### config.mk
export PLATFORM = sky130hd
export DESIGN_NAME = mem_wb_stage_flat
export DESIGN_NICKNAME = d
export VERILOG_FILES = /design/src/rtl/mem_wb_stage_if.sv /design/src/rtl/mem_wb_stage.sv /design/src/flat_wrapper.sv
export SDC_FILE = /design/constraint.sdc
export NUM_CORES = 1
export LEC_CHECK = 0
export ABC_AREA = 1
export BUFFER_PORTS_ARGS = -buffer_cell sky130_fd_sc_hd__buf_2
export CAP_MARGIN = 0
export CORE_ASPECT_RATIO = 1.4
export CORE_MARGIN = 2
export CORE_UTILIZATION = 44
export CTS_CLUSTER_SIZE = 12
export DETAILED_ROUTE_END_ITERATION = 8
export GPL_TIMING_DRIVEN = 0
export PLACE_DENSITY = 0.81
export SYNTH_ARGS = -nofsm -noshare
export SYNTH_HDL_FRONTEND = slang
export SYNTH_SLANG_ARGS = --single-unit
### constraint.sdc
create_clock -name clk -period 1.55 [get_ports clk]
set_input_delay 0 -clock clk [delete_from_list [all_inputs] [get_ports clk]]
set_output_delay 0 -clock clk [all_outputs]
set_load 0.05 [all_outputs]
### src/rtl/mem_wb_stage_if.sv
// MEM/WB stage bus: MEM-side capture inputs, register-file write port,
// WB forwarding source, ID-stage bypass and retired-instruction count.
interface mem_wb_stage_if #(
    parameter int XLEN  = 32,
    parameter int CNT_W = 64
);
    logic             en;
    logic             flush;
    logic             valid_mem;
    logic [XLEN-1:0]  alu_result_for_wb;
    logic [XLEN-1:0]  load_wb_data;
    logic [4:0]       rd_for_wb;
    logic             wb_reg_file_out;
    logic             memtoreg_out;
    logic [4:0]       rs1_addr_id;
    logic [4:0]       rs2_addr_id;
    logic [XLEN-1:0]  rf_rs1_data;
    logic [XLEN-1:0]  rf_rs2_data;
    logic             rf_we;
    logic [4:0]       rf_waddr;
    logic [XLEN-1:0]  rf_wdata;
    logic             fwd_wb_en;
    logic [4:0]       fwd_wb_rd;
    logic [XLEN-1:0]  fwd_wb_data;
    logic [XLEN-1:0]  rs1_data_id;
    logic [XLEN-1:0]  rs2_data_id;
    logic [CNT_W-1:0] instret;

    modport master (
        output en, flush, valid_mem, alu_result_for_wb, load_wb_data, rd_for_wb,
               wb_reg_file_out, memtoreg_out, rs1_addr_id, rs2_addr_id,
               rf_rs1_data, rf_rs2_data,
        input  rf_we, rf_waddr, rf_wdata, fwd_wb_en, fwd_wb_rd, fwd_wb_data,
               rs1_data_id, rs2_data_id, instret
    );

    modport slave (
        input  en, flush, valid_mem, alu_result_for_wb, load_wb_data, rd_for_wb,
               wb_reg_file_out, memtoreg_out, rs1_addr_id, rs2_addr_id,
               rf_rs1_data, rf_rs2_data,
        output rf_we, rf_waddr, rf_wdata, fwd_wb_en, fwd_wb_rd, fwd_wb_data,
               rs1_data_id, rs2_data_id, instret
    );
endinterface

### src/rtl/mem_wb_stage.sv
// MEM/WB pipeline register and writeback stage: captures MEM results under
// stall/flush, drives the register-file write port, WB forwarding, ID bypass and instret.
module mem_wb_stage #(
    parameter int XLEN  = 32,
    parameter int CNT_W = 64
) (
    input  logic           clk,
    input  logic           rst,
    mem_wb_stage_if.slave  bus
);
    logic             valid_q,    valid_d;
    logic             wb_q,       wb_d;
    logic             memtoreg_q, memtoreg_d;
    logic [4:0]       rd_q,       rd_d;
    logic [XLEN-1:0]  alu_q,      alu_d;
    logic [XLEN-1:0]  load_q,     load_d;
    logic [CNT_W-1:0] instret_q,  instret_d;

    logic             we;
    logic [XLEN-1:0]  wdata;
    logic             retire;

    // Flush wins over stall; a stalled edge neither captures nor counts.
    assign retire = !bus.flush && bus.en && bus.valid_mem;

    always_comb begin
        valid_d    = valid_q;
        wb_d       = wb_q;
        memtoreg_d = memtoreg_q;
        rd_d       = rd_q;
        alu_d      = alu_q;
        load_d     = load_q;
        if (bus.flush) begin
            valid_d    = 1'b0;
            wb_d       = 1'b0;
            memtoreg_d = 1'b0;
            rd_d       = 5'd0;
            alu_d      = '0;
            load_d     = '0;
        end else if (bus.en) begin
            valid_d    = bus.valid_mem;
            wb_d       = bus.wb_reg_file_out;
            memtoreg_d = bus.memtoreg_out;
            rd_d       = bus.rd_for_wb;
            alu_d      = bus.alu_result_for_wb;
            load_d     = bus.load_wb_data;
        end
    end

    // Wraps silently modulo 2^CNT_W.
    assign instret_d = retire ? instret_q + CNT_W'(1) : instret_q;

    always_ff @(posedge clk or negedge rst) begin
        if (!rst) begin
            valid_q    <= 1'b0;
            wb_q       <= 1'b0;
            memtoreg_q <= 1'b0;
            rd_q       <= 5'd0;
            alu_q      <= '0;
            load_q     <= '0;
            instret_q  <= '0;
        end else begin
            valid_q    <= valid_d;
            wb_q       <= wb_d;
            memtoreg_q <= memtoreg_d;
            rd_q       <= rd_d;
            alu_q      <= alu_d;
            load_q     <= load_d;
            instret_q  <= instret_d;
        end
    end

    // x0 is never written, so address 0 can never hit the ID bypass either.
    assign we    = valid_q && wb_q && (rd_q != 5'd0);
    assign wdata = memtoreg_q ? load_q : alu_q;

    assign bus.rf_we       = we;
    assign bus.rf_waddr    = rd_q;
    assign bus.rf_wdata    = wdata;
    assign bus.fwd_wb_en   = we;
    assign bus.fwd_wb_rd   = rd_q;
    assign bus.fwd_wb_data = wdata;
    assign bus.instret     = instret_q;

    assign bus.rs1_data_id = (we && bus.rs1_addr_id == rd_q) ? wdata : bus.rf_rs1_data;
    assign bus.rs2_data_id = (we && bus.rs2_addr_id == rd_q) ? wdata : bus.rf_rs2_data;
endmodule

### src/flat_wrapper.sv
// flat-port wrapper written by rule: the top's interface ports become plain ports
module mem_wb_stage_flat 
#(
    parameter int XLEN  = 32,
    parameter int CNT_W = 64
)
  (clk, rst, bus_en, bus_flush, bus_valid_mem, bus_alu_result_for_wb, bus_load_wb_data, bus_rd_for_wb, bus_wb_reg_file_out, bus_memtoreg_out, bus_rs1_addr_id, bus_rs2_addr_id, bus_rf_rs1_data, bus_rf_rs2_data, bus_rf_we, bus_rf_waddr, bus_rf_wdata, bus_fwd_wb_en, bus_fwd_wb_rd, bus_fwd_wb_data, bus_rs1_data_id, bus_rs2_data_id, bus_instret);
  mem_wb_stage_if #(.XLEN(XLEN), .CNT_W(CNT_W)) bus_i ();
  input  logic clk;
  input  logic rst;
  input wire logic [$bits(bus_i.en)-1:0] bus_en;
  input wire logic [$bits(bus_i.flush)-1:0] bus_flush;
  input wire logic [$bits(bus_i.valid_mem)-1:0] bus_valid_mem;
  input wire logic [$bits(bus_i.alu_result_for_wb)-1:0] bus_alu_result_for_wb;
  input wire logic [$bits(bus_i.load_wb_data)-1:0] bus_load_wb_data;
  input wire logic [$bits(bus_i.rd_for_wb)-1:0] bus_rd_for_wb;
  input wire logic [$bits(bus_i.wb_reg_file_out)-1:0] bus_wb_reg_file_out;
  input wire logic [$bits(bus_i.memtoreg_out)-1:0] bus_memtoreg_out;
  input wire logic [$bits(bus_i.rs1_addr_id)-1:0] bus_rs1_addr_id;
  input wire logic [$bits(bus_i.rs2_addr_id)-1:0] bus_rs2_addr_id;
  input wire logic [$bits(bus_i.rf_rs1_data)-1:0] bus_rf_rs1_data;
  input wire logic [$bits(bus_i.rf_rs2_data)-1:0] bus_rf_rs2_data;
  output wire logic [$bits(bus_i.rf_we)-1:0] bus_rf_we;
  output wire logic [$bits(bus_i.rf_waddr)-1:0] bus_rf_waddr;
  output wire logic [$bits(bus_i.rf_wdata)-1:0] bus_rf_wdata;
  output wire logic [$bits(bus_i.fwd_wb_en)-1:0] bus_fwd_wb_en;
  output wire logic [$bits(bus_i.fwd_wb_rd)-1:0] bus_fwd_wb_rd;
  output wire logic [$bits(bus_i.fwd_wb_data)-1:0] bus_fwd_wb_data;
  output wire logic [$bits(bus_i.rs1_data_id)-1:0] bus_rs1_data_id;
  output wire logic [$bits(bus_i.rs2_data_id)-1:0] bus_rs2_data_id;
  output wire logic [$bits(bus_i.instret)-1:0] bus_instret;
  assign bus_i.en = bus_en;
  assign bus_i.flush = bus_flush;
  assign bus_i.valid_mem = bus_valid_mem;
  assign bus_i.alu_result_for_wb = bus_alu_result_for_wb;
  assign bus_i.load_wb_data = bus_load_wb_data;
  assign bus_i.rd_for_wb = bus_rd_for_wb;
  assign bus_i.wb_reg_file_out = bus_wb_reg_file_out;
  assign bus_i.memtoreg_out = bus_memtoreg_out;
  assign bus_i.rs1_addr_id = bus_rs1_addr_id;
  assign bus_i.rs2_addr_id = bus_rs2_addr_id;
  assign bus_i.rf_rs1_data = bus_rf_rs1_data;
  assign bus_i.rf_rs2_data = bus_rf_rs2_data;
  assign bus_rf_we = bus_i.rf_we;
  assign bus_rf_waddr = bus_i.rf_waddr;
  assign bus_rf_wdata = bus_i.rf_wdata;
  assign bus_fwd_wb_en = bus_i.fwd_wb_en;
  assign bus_fwd_wb_rd = bus_i.fwd_wb_rd;
  assign bus_fwd_wb_data = bus_i.fwd_wb_data;
  assign bus_rs1_data_id = bus_i.rs1_data_id;
  assign bus_rs2_data_id = bus_i.rs2_data_id;
  assign bus_instret = bus_i.instret;
  mem_wb_stage #(.XLEN(XLEN), .CNT_W(CNT_W)) u_core (.clk(clk), .rst(rst), .bus(bus_i));
endmodule
==> metrics, run 1 <==
Synth Area in Adders 0.1511%; WEP type primary output; ys flop type dfrtp_1; area leader, netlist dfrtp_1; DP Wirelength 25550 um; placed instance area 11730 sq um; I/O Pins 354; pre-CTS setup slack -0.5513 ns; status did not finish; post-synthesis cell type count 27; Synth async-reset ratio 100.0%; gr usage total 83.13%; Starting Density 44.70%; htree depth 4; Die X-Extent 120.0 um; yosys warns 0; Synth Cell Area 8282 sq um; EDFF count, synth 0; register area share after synthesis 41.09%; largest net degree at the start of global routing 99; combinational family with the most area after synthesis simple AND/OR/NAND/NOR gates; Placer Congestion 0.9844; XOR/XNOR Fraction of Synth Area 5.711%; post-synthesis simple-gate area fraction 28.99%; Log Error [ERROR GRT-0232] Routing congestion too high. Check the congestion heatmap in the GUI.; PortBufs 353; Avg Cell Area, Syn 7.121 sq um; #FFs+latches synth 136; gr ovfl total 32; post-synth net total 1314; Root Driver clkbuf_16; CTS Buf Count 17; Compound-Gate Fraction of Synth Area 10.52%; FP Rows 59; mux share of post-synthesis cell area 0%; initial antenna violation count 21; grt repair worst endpoint bus_rs1_data_id[8]; CTS max path bufs 2; failing step global routing; Area contributors post-synth dfrtp_1 (41%), nand2_1 (13%), o21ai_0 (9.6%); area share of the largest cell type after synthesis 41.09%; Clock Sinks 136; die height 166.3 um; Cells after Synth 1163
==> cells by family after synthesis <==
kind of cell | count (synthesis)
fa+ha+maj | 1
compound gates | 174
simple gates | 543
xor+xnor | 54
flops | 136
buf+inv | 255
==> cells in the mapped netlist, types with 8 or more instances <==
| master | count |
|---|---|
| buf_2 | 8 |
| nand3b_1 | 9 |
| nand4_1 | 9 |
| xnor2_1 | 22 |
| xor2_1 | 32 |
| o21ai_1 | 15 |
| nor2_2 | 13 |
| nor3_1 | 9 |
| clkbuf_1 | 33 |
| o21ai_0 | 159 |
| inv_1 | 170 |
| nand3_1 | 99 |
| nand2_1 | 285 |
| dfrtp_1 | 136 |
| buf_4 | 39 |
| nor2_1 | 95 |
==> routing by layer <==
layer  GRT overflow  track usage [%]
met5              0            42.25
met4             16            83.73
met3              0            75.55
met2             16            94.69
met1              0            81.02
==> what timing repair did <==
item | 4_1_cts
resized for setup | 437
pin swaps | 42
endpoints found under the setup margin | 149
cloned | 13
hold buffers | 72
hold endpoints to repair | 207
buffers inserted | 21
==> per-stage QoR <==
stage / util, % / hold slack (ns) / std cells
global placement: 63.14 / 0.2339 / 1760
detailed placement: 63.33 / -0.06128 / 1761
floorplan: - / -0.2956 / 1163
CTS: 80.74 / 0.02013 / 1898
==> run 2: changes to the inputs <==
--- a/config.mk
+++ b/config.mk
@@ -8,13 +8,11 @@
 export ABC_AREA = 1
 export BUFFER_PORTS_ARGS = -buffer_cell sky130_fd_sc_hd__buf_2
 export CAP_MARGIN = 0
-export CORE_ASPECT_RATIO = 1.4
 export CORE_MARGIN = 2
-export CORE_UTILIZATION = 44
-export CTS_CLUSTER_SIZE = 12
+export CORE_UTILIZATION = 30
 export DETAILED_ROUTE_END_ITERATION = 8
 export GPL_TIMING_DRIVEN = 0
-export PLACE_DENSITY = 0.81
+export PLACE_DENSITY_LB_ADDON = 0.15
 export SYNTH_ARGS = -nofsm -noshare
 export SYNTH_HDL_FRONTEND = slang
 export SYNTH_SLANG_ARGS = --single-unit
==> constraint.sdc (replaced) <==
create_clock -name clk -period 2 [get_ports clk]
set_input_delay 0 -clock clk [delete_from_list [all_inputs] [get_ports clk]]
set_output_delay 0 -clock clk [all_outputs]
set_load 0.05 [all_outputs]
==> run 2 against run 1 <==
Area after synthesis unchanged. The flow now finishes, with violations (negative setup slack). Synthesized cell count unchanged.
==> metrics, run 2 <==
r2r worst-path depth 10; Setup crit end kind primary output; largest fanout on the critical path 5; gr ovfl total 0; Placer Congestion 0.8973; crit path kind flop to primary output; initial DRC count 460; Die X-Extent 170.2 um; setup total negative slack -7.655 ns; final WL 34830 um; Root Driver clkbuf_16; f_max 454.3 MHz; ys flop type dfrtp_1; Tmin final 2.201 ns; CTS tree yes; die height 170.2 um; synth cell count leaders nand2_1 (285), inv_1 (170), o21ai_0 (159), dfrtp_1 (136), nand3_1 (99); worst stage delay on the critical path 0.48 ns; reg-to-reg critical path startpoint u_core.bus.instret[1]; Core Area 27030 sq um; Max Slew Vio Count 0; crit-path cells xnor2_2 -> nand2_2 -> nor2_4 -> nand3_4 -> buf_8 -> buf_12 -> buf_16 -> o21ai_4 -> buf_6; clock-pin transition on the worst setup and hold timing paths 0.06 ns; Synth async-reset ratio 100.0%; Worst Hold End u_core.bus.instret[0]; Synth Cell Area 8282 sq um; max reg flops 64; layout cells sized above 1 39.11%; hold depth 3; first drt pass iteration count 5; Layout Skew 0.009972 ns; wire per inst 17.49 um; Rel. slew slack 42.04%; post-synth net total 1314; area leader, netlist dfrtp_1; #FFs+latches synth 136; Clock Sinks 136; slowest cell on the critical path dfrtp_2; Final Power 0.008392 W; vias in the first global route 9223; Via density 4.699; Die ar. 28950 sq um; first-pass GRT wire length 51150 um; gr usage total 23.15%; critical path's top delay family buffers and inverters; fin worst setup slack -0.2014 ns; Worst IR Drop VDD 0.0004685 V; CP Launch Point u_core.bus.fwd_wb_rd[1]; most common cell in the netlist nand2_1; fill count 2562; I/O Pins 354; nets 1787; DP Wirelength 25620 um; multi-input logic area 4787 sq um; worst reg-to-reg setup slack 0.19 ns; Register Area 3410 sq um; largest net degree at the start of global routing 89; Reg-to-Reg End u_core.bus.instret[56]; Final setup viols 64; area share of the largest cell type after synthesis 41.09%; Hold Fails Final Rpt 0; worst slew pin tran 0.8694 ns; Vias 9356; most frequent cells in the layout buf_2 (289), nand2_1 (249), inv_1 (170); htree depth 4; register area share after synthesis 41.09%; RSZ-0062 raised after global routing true; startpoint class of the critical path flop; status finished, violations left; CTS max path bufs 2; Worst Path Required 2.00 ns; Max-Cap Viols 0; Final Cycle Share 110.1%; commonest non-fill, non-tap cell in the layout buf_2; FP Rows 60; worst min-delay path category primary input to flop; Avg Cell Area, Syn 7.121 sq um; WP buf/inv 4; Cells after Synth 1163; hold path start bus_valid_mem; worst skew pair latency 0.43 ns; WP data arrival 2.20 ns; post-synthesis cell type count 27; CTS Buf Count 17; PortBufs 353; Starting Density 30.64%; Area contributors post-synth dfrtp_1 (41%), nand2_1 (13%), o21ai_0 (9.6%); EDFF count, synth 0; DRC viols 0; initial antenna violation count 1; failing checks negative setup slack; static leakage 6.861 nW; Area Overhead vs Synth 67.93%; yosys warns 0; pwr dens 603.4 nW/um^2; pre-CTS setup slack -0.1689 ns; DRT antenna net count 0
-- run 2: cell counts after synthesis --
No cell type changed its count.
-- run 2: per-stage QoR --
| step | util, % | hold slack (ns) | instances | cell area [sq um] |
|---|---|---|---|---|
| final | 51.46 | 0.04071 | 1991 | 13910 |
| after global routing | 51.46 | 0.02721 | 1991 | 13910 |
| after CTS | 50.50 | 0.02218 | 1987 | 13650 |
| after detailed placement | 41.84 | 0.1572 | 1858 | 11310 |
| after global placement | 41.71 | 0.2329 | 1857 | 11270 |
| after floorplan | - | -0.2956 | 1163 | 9080 |
-- run 2: logic make-up (layout without fill, tap and decap cells) --
kind of cell	after synthesis	after routing	share of synthesized area (%)
simple gates	543	544	28.99
other cells	0	1	0
fa+ha+maj	1	1	0.1511
buf+inv	255	740	13.54
xor+xnor	54	54	5.711
flops	136	136	41.09
compound gates	174	174	10.52
-- run 2: how the worst max path moves through the flow --
stage	slack (ns)	endpoint	cells past startpoint
floorplan	-0.03	bus_rs1_data_id[12]	4
global placement	-1.51	u_core.bus.fwd_wb_rd[2]	1
detailed placement	-0.17	bus_rs2_data_id[12]	9
CTS	-0.19	bus_rs2_data_id[14]	8
global route	-0.25	bus_rs1_data_id[0]	9
finish	-0.20	bus_rs1_data_id[0]	9
-- run 2: area by class of cell --
cell class	instances	area share [%]
tap	341	3.068
timing repair buffer	453	24.43
antenna	1	0.01799
clock buffer	17	3.059
multi-input combinational	773	34.42
buffer	81	4.813
clock inverter	15	0.9627
sequential	136	24.52
inverter	174	4.714
-- run 2: repair_timing --
| item | in CTS | in global routing |
|---|---|---|
| setup endpoints to repair | 103 | 66 |
| pin swaps | 21 | 19 |
| hold buffers | 73 | 0 |
| cloned | 9 | 2 |
| gates resized for setup | 221 | 53 |
| setup buffers | 15 | 2 |
| endpoints found under the hold margin | 159 | 0 |
-- run 2: where the power goes --
| group | switching, W | internal (W) | total (W) |
|---|---|---|---|
| registers | 0.000106 | 0.00288 | 0.00299 |
| logic | 0.00156 | 0.000772 | 0.00233 |
| clock network | 0.00144 | 0.00164 | 0.00307 |
-- run 2: worst reg2reg max path, cell delays in order (launching register included) --
cell and delay (ns):
dfrtp_1 0.41, ha_1 0.21, nand3_2 0.12, inv_1 0.11, nand2_1 0.09, nor2_4 0.21
nand2_1 0.18, nor2_2 0.21, nand2_1 0.07, nand2_1 0.06, nand2_1 0.05
-- run 2: per-layer routing --
layer,part of all wire [%],vias up,wire (um),GRT usage (%)
li1,-,4558,-,-
met1,40,4427,13840,27.02
met2,52,315,18200,42.59
met3,5.1,56,1793,4.047
met4,2.9,0,997,7.841
met5,0,-,0,0
(Power assumes the default switching activity.)
